**src/rtl/sram_mem_ctrl.sv**
```systemverilog
// MEM-stage memory controller: performs each 32-bit load/store as two 16-bit
// beats on an external asynchronous SRAM and stalls the pipeline via ready.
module sram_mem_ctrl #(
  parameter int unsigned WAIT_CYCLES = 2,
  parameter int unsigned BASE_ADDR   = 1024
) (
  input  logic        clk,
  input  logic        rst_n,
  input  logic        wr_en,
  input  logic        rd_en,
  input  logic [31:0] address,
  input  logic [31:0] write_data,
  output logic [31:0] read_data,
  output logic        ready,
  output logic [17:0] sram_addr,
  output logic [15:0] sram_dq_out,
  input  logic [15:0] sram_dq_in,
  output logic        sram_dq_oe,
  output logic        sram_ce_n,
  output logic        sram_oe_n,
  output logic        sram_we_n,
  output logic        sram_ub_n,
  output logic        sram_lb_n
);

  localparam int unsigned CNT_W  = (WAIT_CYCLES > 1) ? $clog2(WAIT_CYCLES) : 1;
  localparam int unsigned WIDX_W = 17;
  localparam logic [CNT_W-1:0] CNT_LAST = CNT_W'(WAIT_CYCLES - 1);

  typedef enum logic [1:0] {
    IDLE = 2'd0,
    LOW  = 2'd1,
    HIGH = 2'd2,
    DONE = 2'd3
  } state_t;

  state_t              state_q, state_d;
  logic [CNT_W-1:0]    cnt_q, cnt_d;
  logic                op_wr_q;
  logic [WIDX_W-1:0]   widx_q;
  logic [31:0]         wdata_q;

  logic                req;
  logic                busy;
  logic                beat;
  logic                last;
  logic [31:0]         offset;
  logic                unused_offset_bits;

  assign req    = wr_en | rd_en;
  assign busy   = (state_q == LOW) || (state_q == HIGH);
  assign beat   = (state_q == HIGH);
  assign last   = (cnt_q == CNT_LAST);
  assign offset = address - 32'(BASE_ADDR);
  assign unused_offset_bits = ^{offset[31:19], offset[1:0]};

  // ready is a live function of the request so IDLE can stall in the same cycle
  assign ready = ((state_q == IDLE) && !req) || (state_q == DONE);

  // State and beat counter register
  always_ff @(posedge clk or negedge rst_n) begin
    if (!rst_n) begin
      state_q <= IDLE;
      cnt_q   <= '0;
    end else begin
      state_q <= state_d;
      cnt_q   <= cnt_d;
    end
  end

  // Request latch; inputs are ignored once the access has left IDLE
  always_ff @(posedge clk or negedge rst_n) begin
    if (!rst_n) begin
      op_wr_q <= 1'b0;
      widx_q  <= '0;
      wdata_q <= '0;
    end else if (state_q == IDLE && req) begin
      op_wr_q <= wr_en;
      widx_q  <= offset[18:2];
      wdata_q <= write_data;
    end
  end

  // Load data capture on the last cycle of each read beat
  always_ff @(posedge clk or negedge rst_n) begin
    if (!rst_n) begin
      read_data <= '0;
    end else if (busy && !op_wr_q && last) begin
      if (beat) read_data[31:16] <= sram_dq_in;
      else      read_data[15:0]  <= sram_dq_in;
    end
  end

  // Next-state and SRAM strobe decode
  always_comb begin
    state_d     = state_q;
    cnt_d       = cnt_q;
    sram_addr   = '0;
    sram_dq_out = '0;
    sram_dq_oe  = 1'b0;
    sram_ce_n   = 1'b1;
    sram_oe_n   = 1'b1;
    sram_we_n   = 1'b1;
    sram_ub_n   = 1'b1;
    sram_lb_n   = 1'b1;

    case (state_q)
      IDLE: begin
        cnt_d = '0;
        if (req) state_d = LOW;
      end
      LOW, HIGH: begin
        if (last) begin
          cnt_d   = '0;
          state_d = beat ? DONE : HIGH;
        end else begin
          cnt_d = cnt_q + CNT_W'(1);
        end
        sram_addr = {widx_q, beat};
        sram_ce_n = 1'b0;
        sram_ub_n = 1'b0;
        sram_lb_n = 1'b0;
        if (op_wr_q) begin
          sram_dq_out = beat ? wdata_q[31:16] : wdata_q[15:0];
          sram_dq_oe  = 1'b1;
          // final cycle of a write beat holds data with we_n released
          sram_we_n   = last;
        end else begin
          sram_oe_n = 1'b0;
        end
      end
      DONE: begin
        cnt_d   = '0;
        state_d = IDLE;
      end
      default: begin
        state_d = IDLE;
        cnt_d   = '0;
      end
    endcase
  end

endmodule

```
**config.mk**
```make
export PLATFORM = sky130hd
export DESIGN_NAME = sram_mem_ctrl
export DESIGN_NICKNAME = d
export VERILOG_FILES = /design/src/rtl/sram_mem_ctrl.sv
export SDC_FILE = /design/constraint.sdc
export NUM_CORES = 1
export LEC_CHECK = 0
export ABC_AREA = 0
export CAP_MARGIN = 10
export CORE_UTILIZATION = 39
export DETAILED_ROUTE_END_ITERATION = 10
export PLACE_DENSITY = 0.77
export SYNTH_ARGS = -nofsm -noshare
export SYNTH_HDL_FRONTEND = slang
export SYNTH_SLANG_ARGS = --single-unit
```
**constraint.sdc**
```tcl
create_clock -name clk -period 2 [get_ports clk]
set_input_delay 0.4 -clock clk [delete_from_list [all_inputs] [get_ports clk]]
set_output_delay 0.4 -clock clk [all_outputs]
set_load 0.01 [all_outputs]
```
==> metrics.md, run 1 <==
| Metric | Value |
|---|---|
| Status | finished, violations left |
| Violated checks | negative setup slack |
| R2R Path Start | state_q[1]$_DFFE_PN0P_ |
| Root buf cell | clkbuf_8 |
| Cell Area, Synth | 3742 µm² |
| CP delay by family, top | buffers and inverters |
| Critical Path Sink Type | output port |
| Endpoints failing setup | 39 |
| I/O Buffers | 141 |
| N_diodes | 0 |
| Crit path cell chain | buf_6 -> ha_4 -> buf_16 -> buf_6 -> mux2i_1 -> nor2_2 -> buf_2 |
| WP data required | about 1.6 ns |
| IO Pins | 157 |
| Routed Antenna Nets | 0 |
| CTS tree | built |
| NetSw | 3.352 mW |
| Gate Count Post-Synth | 366 |
| Slowest CP cell | dfrtp_1 |
| CP Class | reg -> out |
| Dpl hpwl | 6.364 mm |
| Hold path depth | 2 |
| Combinational share of power | 54.5% |
| Area grow syn2layout | 56.30% |
| Clock-pin transition on the worst setup and hold timing paths | 0.08 ns |
| Biggest area consumer among synthesized cells | dfrtp_1 |
| Worst slew pin tran | 0.4694 ns |
| Final WL | 9.157 mm |
| Vias in the first global route | 3196 |
| Startpoint Class | flip-flop |
| Die X | 99.96 µm |
| Global-route wire length before repair | around 15 mm |
| DRT iter0 DRCs | 81 |
| Seq/Total Area, Yosys | 56.84% |
| Initial antenna violation count | 0 |
| Row cnt | 35 |
| Leak | 2.753 nW |
| RSZ-0062 raised after global routing | yes |
| # H-tree levels | 3 |
| Final setup margin | -0.1044 ns |
| FF-to-FF End | read_data[29]$_DFFE_PN0P_ |
| Crit path time final | 2.104 ns |
| Setup Skew | 0.007776 ns |
| Total design power | 9.267 mW |
| Sequential Power Share | 32.7% |
| Yosys Warn Count | 0 |
| Cell variety after synth | 30 |
| Initial core utilization | approximately two fifths |
| Fin util | a little over three fifths |
| Routability Congestion | 0.7582 |
| Power share of the clock group | 12.7% |
| Share of layout cells above drive strength 1 | 28.28% |
| Final net count | 631 |
| GRT overflow | 0 |
| Total number of vias | 3147 |
| Worst-Skew Late Latency | between 0.3 and 0.4 ns |
| R2r worst-path depth | 9 |
| Num CTS Buffers | 9 |
| Drt drc | 0 |
| Max frequency | 475.2 MHz |
| Largest net degree at the start of global routing | 50 |
| Synthesized area per cell | between 10 and 15 µm² |
| WHS | 0.4733 ns |
| FF+latch count, synth | 85 |
| Max-cap violations | 0 |
| Reg2reg setup slack | -0.02 ns |
| Net Sw Frac | 36.17% |
| WL/cell | 13.53 µm |
| Average vias per placed instance | 4.648 |
| Sink of the worst hold path | widx_q[2]$_DFFE_PN0P_ |
| Syn Nets | 454 |
| Total track usage | approximately a fifth |
| Die ar. | 9991 µm² |
| Slew Limit Fails | 0 |
| Die height | 99.96 µm |
| Synth area leaders | dfrtp_1, nand2_1, mux2_2 |
| Max rail drop VDD | approximately 0.00068 V |
| Max clock buf depth | 2 |
| Pwr Density | 1584 nW/µm² |
| 1st-pass router iterations | 4 |
| Worst path bufs/invs | 4 |
| Slew margin rel. | between 60% and 70% |
| Int Power | 5.915 mW |
| Largest stage delay on the critical path | 0.41 ns |
| Area share of the largest cell type after synthesis | 56.84% |
| Hold_sp | widx_q[2]$_DFFE_PN0P_ |
| Crit path launch | state_q[1]$_DFFE_PN0P_ |
| Worst EP arrival | 1.70 ns |
| Tcrit/Tclk final | 105.2% |
| Critical Path Most Common Cell | buf_6 |
| CTS sink count | 85 |
| Fin. Hold Viols | 0 |
| Hold Crit Class | reg -> reg |
| Critical path fanouts, max | 7 |
| Core Footprint | 9284 µm² |
per-stage QoR:
| stage | setup WS, ns | TNS, ns | area (µm²) | instances |
|---|---|---|---|---|
| global route | -0.1908 | -6.923 | 5849 | 677 |
| CTS | -0.1238 | -1.571 | 5783 | 675 |
| finish | -0.1044 | -1.538 | 5849 | 677 |
| floorplan | 0.09213 | 0 | 3742 | 366 |
| detailed placement | -0.3147 | -2.925 | 5497 | 643 |
| global placement | -0.3107 | -1.610 | 5497 | 643 |
what timing repair did:
| item | 4_1_cts | 5_1_grt |
|---|---|---|
| resized for setup | 192 | 17 |
| gates cloned | 1 | 1 |
| endpoints found under the hold margin | 6 | 0 |
| pin swaps | 9 | 2 |
| hold buffers | 1 | 0 |
| setup endpoints to repair | 57 | 57 |
| buffers inserted | 14 | 1 |
cells by family after synthesis:
group	after synthesis	share of synthesized area, %
mux	48	13.91
xor+xnor	2	0.4682
fa+ha+maj	4	1.337
flops	85	56.84
simple gates	183	21.46
buf+inv	25	2.908
compound gates	19	3.076
power by group through the flow:
stage	Sequential (mW)	Clock (mW)	Combinational [mW]
final	3.03	1.18	5.05
after CTS	3.02	1.22	4.87
after global placement	2.99	0	4.67
after global routing	3.15	1.30	5.50
after floorplan	3.11	0	2.21
after detailed placement	3.05	0	4.76
cell usage after synthesis:
library cell / instances
or3b_1: 1
nand2_1: 128
nand2b_1: 2
o21a_1: 1
a21oi_1: 1
or2_2: 2
o21ai_0: 7
o21ai_1: 1
xnor2_1: 2
nor3b_1: 2
inv_1: 6
a31oi_1: 5
or4_4: 1
o31a_1: 1
and2_1: 17
nor2_1: 22
or4_1: 2
nand4b_2: 1
ha_1: 4
buf_1: 1
mux2_2: 32
buf_4: 3
buf_2: 3
nor3b_4: 1
clkbuf_1: 12
o31ai_1: 3
nor2b_1: 1
dfrtp_1: 85
or3_1: 3
mux2i_1: 16
worst max-delay path by stage:
| stage | endpoint | slack, ns | cells after the start |
|---|---|---|---|
| after floorplan | read_data[10]$_DFFE_PN0P_ | 0.09 | 6 |
| final | sram_dq_out[11] | -0.10 | 7 |
| after global placement | ready | -0.31 | 4 |
| after detailed placement | ready | -0.31 | 4 |
| after CTS | sram_oe_n | -0.12 | 6 |
| after global routing | sram_dq_out[10] | -0.19 | 7 |
cell type report:
| cell class | count | area (µm²) |
|---|---|---|
| Fill cell | 812 | 3435 |
| Sequential cell | 85 | 2127 |
| Timing Repair Buffer | 185 | 1729 |
| Multi-Input combinational cell | 256 | 1614 |
| Tap cell | 129 | 161.4 |
| Clock buffer | 11 | 131.4 |
| Clock inverter | 5 | 61.31 |
| Inverter | 6 | 25.02 |
cells in the final DEF (no fill, tap or decap), types with 2 or more instances in the layout:
master	synthesis	routed
o31ai_1	3	3
clkbuf_1	12	2
nor2_1	22	15
mux2_2	32	32
ha_4	0	2
inv_1	6	4
or4_1	2	2
or2_4	0	2
clkbuf_8	0	9
or3_1	3	3
nand2b_1	2	2
o21ai_0	7	7
mux2i_1	16	12
nand2_1	128	127
buf_12	0	7
clkinvlp_4	0	3
a31oi_1	5	5
and2_1	17	17
xnor2_1	2	2
dfrtp_1	85	85
clkdlybuf4s50_1	0	99
mux2i_2	0	3
ha_1	4	2
buf_6	0	14
nor3b_4	1	2
buf_2	3	38
buf_4	3	23
nor2_2	0	6
tightest hold or removal path, delay by kind of cell (launching register included):
family / cells / cell delay, ns
DFF: 1 / 0.35
and+or+nand+nor: 2 / 0.10
metal layers:
layer,share of wire [%],global-route usage (%)
met1,43,22.71
met2,51,34.64
met3,4.7,3.343
met4,1.8,6.787
met5,0,0
flip-flops by register name, summed over array words and instances, names as in the netlist:
signal and flops:
state_q 2, wdata_q 32, op_wr_q 1, read_data 32, cnt_q 1, widx_q 17
Power figures use the tool's default switching activity.
==> inputs of run 2 (changes only) <==
--- a/config.mk
+++ b/config.mk
@@ -7,9 +7,11 @@
 export LEC_CHECK = 0
 export ABC_AREA = 0
 export CAP_MARGIN = 10
-export CORE_UTILIZATION = 39
+export CELL_PAD_IN_SITES_DETAIL_PLACEMENT = 2
+export CELL_PAD_IN_SITES_GLOBAL_PLACEMENT = 2
+export CORE_UTILIZATION = 23
 export DETAILED_ROUTE_END_ITERATION = 10
-export PLACE_DENSITY = 0.77
+export PLACE_DENSITY_LB_ADDON = 0.1
 export SYNTH_ARGS = -nofsm -noshare
 export SYNTH_HDL_FRONTEND = slang
 export SYNTH_SLANG_ARGS = --single-unit
==> metrics.md, run 2 (synthesis results as in run 1) <==
| Metric | Value |
|---|---|
| Root buf cell | clkbuf_16 (was clkbuf_8) |
| Critical Path Most Common Cell | buf_12 (was buf_6) |
| Initial antenna violation count | 1 (was 0) |
| Slowest CP cell | dfrtp_1 (unchanged) |
| Total number of vias | 3239 (was 3147) |
| Final setup margin | -0.09299 ns (was -0.1044 ns) |
| # H-tree levels | 3 (unchanged) |
| Crit path cell chain | buf_6 -> ha_4 -> buf_12 -> buf_12 -> mux2i_1 -> nor2_1 -> buf_2 (was buf_6 -> ha_4 -> buf_16 -> buf_6 -> mux2i_1 -> nor2_2 -> buf_2) |
| Core Footprint | 15890 µm² (was 9284 µm²) |
| Pwr Density | 1664 nW/µm² (was 1584 nW/µm²) |
| Fin. Hold Viols | 0 (unchanged) |
| WL/cell | 15.48 µm (was 13.53 µm) |
| Share of layout cells above drive strength 1 | 29.52% (was 28.28%) |
| Max clock buf depth | 2 (unchanged) |
| Status | finished, violations left (unchanged) |
| Vias in the first global route | 3624 (was 3196) |
| Fin util | 38.17% (was 63.01%) |
| Max rail drop VDD | 0.0004422 V (was 0.0006773 V) |
| IO Pins | 157 (unchanged) |
| Setup Skew | 0.008219 ns (was 0.007776 ns) |
| Drt drc | 0 (unchanged) |
| Slew Limit Fails | 0 (unchanged) |
| Total track usage | 14.77% (was 19.10%) |
| Routability Congestion | 0.6717 (was 0.7582) |
| Placed Cells | 732 (was 643) |
| Most frequent cells in the layout | nand2_1, clkdlybuf4s50_1, dfrtp_1 (unchanged) |
| Dpl hpwl | 8.106 mm (was 6.364 mm) |
| Num CTS Buffers | 9 (unchanged) |
| CTS sink count | 85 (unchanged) |
| 1st-pass router iterations | 4 (unchanged) |
| Setup WS pre-CTS | -0.2234 ns (was -0.3147 ns) |
| Final WL | 11.73 mm (was 9.157 mm) |
| Clock-pin transition on the worst setup and hold timing paths | 0.07 ns (was 0.08 ns) |
| Area grow syn2layout | 62.02% (was 56.30%) |
| Routed Antenna Nets | 0 (unchanged) |
| Placed Instance Area | 5658 µm² (was 5497 µm²) |
| RSZ-0062 raised after global routing | yes (unchanged) |
| Die height | 129.6 µm (was 99.96 µm) |
| WHS | 0.09681 ns (was 0.4733 ns) |
| N_diodes | 0 (unchanged) |
| Hold Crit Class | in -> async (was reg -> reg) |
| Final net count | 625 (was 631) |
| Die ar. | 16780 µm² (was 9991 µm²) |
| Max frequency | 477.8 MHz (was 475.2 MHz) |
| CP Class | reg -> out (unchanged) |
| Row cnt | 46 (was 35) |
| Worst-Skew Late Latency | 0.34 ns (about the same) |
| GRT overflow | 0 (unchanged) |
| Leak | 2.788 nW (was 2.753 nW) |
| Die X | 129.6 µm (was 99.96 µm) |
| Worst EP arrival | 1.69 ns (was 1.70 ns) |
| Final Instance Area | 6063 µm² (was 5849 µm²) |
| Slew margin rel. | 68.21% (was 68.71%) |
| Startpoint Class | flip-flop (unchanged) |
| Hold Buf Count CTS | 0 (was 1) |
| Tcrit/Tclk final | 104.6% (was 105.2%) |
| Initial core utilization | 23.56% (was 40.31%) |
| CTS tree | built (unchanged) |
| Worst slew pin tran | 0.4768 ns (was 0.4694 ns) |
| Max-cap violations | 0 (unchanged) |
| Finished Layout Cells | 758 (was 677) |
| Violated checks | negative setup slack (unchanged) |
| Critical path fanouts, max | 8 (was 7) |
| Endpoints failing setup | 16 (was 39) |
| Critical Path Sink Type | output port (unchanged) |
| DRT iter0 DRCs | 70 (was 81) |
| Average vias per placed instance | 4.273 (was 4.648) |
| Largest stage delay on the critical path | 0.40 ns (was 0.41 ns) |
| Global-route wire length before repair | 18.74 mm (was 14.84 mm) |
| Setup TNS Final | -0.7117 ns (was -1.538 ns) |
| WP data required | 1.60 ns (about the same) |
| I/O Buffers | 141 (unchanged) |
| Total design power | 10.09 mW (was 9.267 mW) |
| Most common library cell in the layout ignoring fill and taps | nand2_1 (unchanged) |
| Largest net degree at the start of global routing | 86 (was 50) |
| Crit path time final | 2.093 ns (was 2.104 ns) |
| Largest regs | read_data: 32 flops, wdata_q: 32 flops, widx_q: 17 flops (unchanged) |
run 2: cell count changes in the layout (fill, tap and decap cells not counted), sizes merged:
cell,before,now
bufinv,1,0
inv,6,10
buf,84,76
clkbuf,12,13
clkinvlp,3,0
dlygate4sd3,1,0
clkinv,1,3
run 2: critical path, delay by kind of cell, from the launching register on:
family | cells | cell delay (ns)
mux | 1 | 0.11
flops | 1 | 0.40
fa+ha+maj | 1 | 0.17
simple gates | 1 | 0.12
buf+inv | 4 | 0.54
run 2: path summary, 6_finish.rpt:
kind / endpoint / start / depth (start not counted) / slack [ns]
max in group asynchronous: wdata_q[30]$_DFFE_PN0P_ / rst_n / 2 / 1.54
worst max register to register: read_data[25]$_DFFE_PN0P_ / state_q[0]$_DFFE_PN0P_ / 8 / 0.11
worst min-delay path: widx_q[3]$_DFFE_PN0P_ / rst_n / 2 / 0.1
min in group clk: widx_q[4]$_DFFE_PN0P_ / widx_q[4]$_DFFE_PN0P_ / 2 / 0.48
worst max-delay path: sram_dq_out[6] / state_q[1]$_DFFE_PN0P_ / 7 / -0.09
worst min register to register: widx_q[4]$_DFFE_PN0P_ / widx_q[4]$_DFFE_PN0P_ / 2 / 0.48
run 2: where the power goes:
| group | internal, mW | switching (mW) | leakage, nW |
|---|---|---|---|
| Combinational | 2.85 | 2.48 | 1.61 |
| Sequential | 2.58 | 0.498 | 1.02 |
| Clock | 0.888 | 0.789 | 0.149 |
run 2: what timing repair did:
item | CTS | global route
pin swaps | 3 | 3
gates resized for setup | 178 | 29
endpoints found under the setup margin | 57 | 51
buffers inserted | 5 | 2
cloned | 1 | 2
run 2: layout make-up:
type,instances,area (µm²)
clock buffers,9,225.2
clock inverters,7,76.32
fillers,1709,9822
inverters,6,22.52
multi-input cells,256,1660
flip-flops and latches,85,2127
well taps,216,270.3
repair buffers,179,1682
run 2: layer usage:
layer	wire [µm]	GRT usage, %
met1	5033	17.13
met2	5979	26.82
met3	541	2.808
met4	165	5.746
met5	13	0
==> inputs of run 3 (changes only) <==
--- a/config.mk
+++ b/config.mk
@@ -9,6 +9,7 @@
 export CAP_MARGIN = 10
 export CELL_PAD_IN_SITES_DETAIL_PLACEMENT = 2
 export CELL_PAD_IN_SITES_GLOBAL_PLACEMENT = 2
+export CORE_MARGIN = 2
 export CORE_UTILIZATION = 23
 export DETAILED_ROUTE_END_ITERATION = 10
 export PLACE_DENSITY_LB_ADDON = 0.1
==> metrics.md, run 3 (synthesis results as in run 1) <==
| Metric | Value |
|---|---|
| Total track usage | 13.74% (was 14.77%) |
| Crit path time final | 2.090 ns (was 2.093 ns) |
| Leak | 2.781 nW (was 2.788 nW) |
| Area of the multi-input gates | 1595 µm² (was 1660 µm²) |
| Initial core utilization | 23.56% (unchanged) |
| Setup Skew | 0.005708 ns (was 0.008219 ns) |
| Hold Crit Class | in -> async (unchanged) |
| Reg2reg setup slack | 0.14 ns (was 0.11 ns) |
| Critical path fanouts, max | 7 (was 8) |
| Placed Cells | 734 (was 732) |
| CP Class | reg -> out (unchanged) |
| Pwr Density | 1629 nW/µm² (was 1664 nW/µm²) |
| DRT iter0 DRCs | 75 (was 70) |
| Hold Buf Count CTS | 0 (unchanged) |
| Final net count | 627 (was 625) |
| Max-cap violations | 0 (unchanged) |
| Initial antenna violation count | 0 (was 1) |
| Max clock buf depth | 2 (unchanged) |
| Die ar. | 17310 µm² (was 16780 µm²) |
| Num CTS Buffers | 9 (unchanged) |
| Die X | 131.6 µm (was 129.6 µm) |
| Startpoint Class | flip-flop (unchanged) |
| Violated checks | negative setup slack (unchanged) |
| Row cnt | 46 (unchanged) |
| Root buf cell | clkbuf_16 (unchanged) |
| Endpoints failing setup | 10 (was 16) |
| 1st-pass router iterations | 4 (unchanged) |
| Finished Layout Cells | 760 (was 758) |
| Most common library cell in the layout ignoring fill and taps | nand2_1 (unchanged) |
| Largest regs | read_data: 32 flops, wdata_q: 32 flops, widx_q: 17 flops (unchanged) |
| Routability Congestion | 0.7069 (was 0.6717) |
| Core Footprint | 15890 µm² (unchanged) |
| Final WL | 11.79 mm (was 11.73 mm) |
| Tcrit/Tclk final | 104.5% (was 104.6%) |
| Share of layout cells above drive strength 1 | 28.31% (was 29.52%) |
| GRT overflow | 0 (unchanged) |
| Global-route wire length before repair | 18.72 mm (was 18.74 mm) |
| IO Pins | 157 (unchanged) |
| Max rail drop VDD | 0.0005372 V (was 0.0004422 V) |
| Routed Antenna Nets | 0 (unchanged) |
| Total number of vias | 3218 (was 3239) |
| WL/cell | 15.51 µm (was 15.48 µm) |
| I/O Buffers | 141 (unchanged) |
| R2R Path Start | state_q[0]$_DFFE_PN0P_ (unchanged) |
| Fillers | 1750 (was 1709) |
| R2r worst-path depth | 7 (was 8) |
| Sequential cell area | 2127 µm² (unchanged) |
| Total design power | 9.743 mW (was 10.09 mW) |
| RSZ-0062 raised after global routing | yes (unchanged) |
| Dpl hpwl | 8.434 mm (was 8.106 mm) |
| Status | finished, violations left (unchanged) |
| Slew margin rel. | 67.55% (was 68.21%) |
| Setup WS pre-CTS | -0.1677 ns (was -0.2234 ns) |
| Slew Limit Fails | 0 (unchanged) |
| Largest net degree at the start of global routing | 41 (was 86) |
| Worst slew pin tran | 0.4867 ns (was 0.4768 ns) |
| Average vias per placed instance | 4.234 (was 4.273) |
| WP data required | 1.60 ns (about the same) |
| N_diodes | 0 (unchanged) |
| Fin. Hold Viols | 0 (unchanged) |
| Vias in the first global route | 3520 (was 3624) |
| Clock-pin transition on the worst setup and hold timing paths | 0.06 ns (was 0.07 ns) |
| # H-tree levels | 3 (unchanged) |
| CTS tree | built (unchanged) |
| Drt drc | 0 (unchanged) |
| Critical Path Sink Type | output port (unchanged) |
| Final setup margin | -0.09047 ns (was -0.09299 ns) |
| FF-to-FF End | read_data[4]$_DFFE_PN0P_ (was read_data[25]$_DFFE_PN0P_) |
| WHS | 0.01384 ns (was 0.09681 ns) |
| Die height | 131.6 µm (was 129.6 µm) |
| Area grow syn2layout | 59.85% (was 62.02%) |
| Fin util | 37.66% (was 38.17%) |
| Worst EP arrival | 1.69 ns (about the same) |
| Max frequency | 478.4 MHz (was 477.8 MHz) |
| CTS sink count | 85 (unchanged) |
| Most frequent cells in the layout | nand2_1, clkdlybuf4s50_1, dfrtp_1 (unchanged) |
| Worst-Skew Late Latency | 0.34 ns (about the same) |
## run 3: cell types whose count changed in the layout (fill, tap and decap cells not counted), sizes merged
cell	change
buf	-10
clkbuf	+12
clkinvlp	+2
clkinv	-2
clkdlybuf4s15	+1
inv	-2
dlygate4sd2	+1
## run 3: how the worst max path moves through the flow
stage / slack, ns / from / end
3_5_place_dp: -0.17 / state_q[1]$_DFFE_PN0P_ / sram_we_n
4_1_cts: -0.15 / state_q[0]$_DFFE_PN0P_ / sram_dq_out[3]
6_report: -0.09 / state_q[1]$_DFFE_PN0P_ / sram_dq_out[10]
5_1_grt: -0.16 / state_q[0]$_DFFE_PN0P_ / sram_dq_out[7]
3_3_place_gp: -0.16 / rd_en / ready
2_1_floorplan: 0.09 / state_q[1]$_DFFE_PN0P_ / read_data[10]$_DFFE_PN0P_
## run 3: area by class of cell
cell class	instances	area share (%)
repair buffers	181	27.96
multi-input cells	256	26.67
inverters	6	0.3765
well taps	216	4.518
flip-flops and latches	85	35.56
clock inverters	5	0.6902
clock buffers	11	4.225
## run 3: critical path, cell delays in order (launching register included)
cell     delay [ns]
dfrtp_1        0.40
buf_6          0.13
ha_4           0.18
buf_12         0.15
buf_4          0.13
mux2i_1        0.11
nor2_1         0.11
buf_2          0.15
## run 3: routing by layer
| layer | wire, µm | GRT usage (%) | part of all wire [%] |
|---|---|---|---|
| met1 | 5307 | 17.17 | 45 |
| met2 | 5814 | 23.30 | 49 |
| met3 | 452 | 2.662 | 3.8 |
| met4 | 217 | 5.495 | 1.8 |
| met5 | 0 | 0 | 0 |
## run 3: repair_timing
action,in CTS,in global routing
gates cloned,0,2
setup endpoints to repair,57,38
pin swaps,0,5
buffers inserted,2,6
gates resized for setup,139,40
## run 3: stage by stage
stage          setup TNS, ns  area, µm²
3_3_place_gp          -2.969       5648
3_5_place_dp          -4.454       5648
4_1_cts               -1.086       5921
6_report             -0.5228       5982
2_1_floorplan              0       3742
5_1_grt               -1.992       5982
## run 3: power by group
group / switching (mW) / total [mW] / internal (mW)
clock: 0.736 / 1.66 / 0.922
sequential: 0.461 / 3.04 / 2.58
combinational: 2.36 / 5.04 / 2.68
total: 3.56 / 9.74 / 6.18
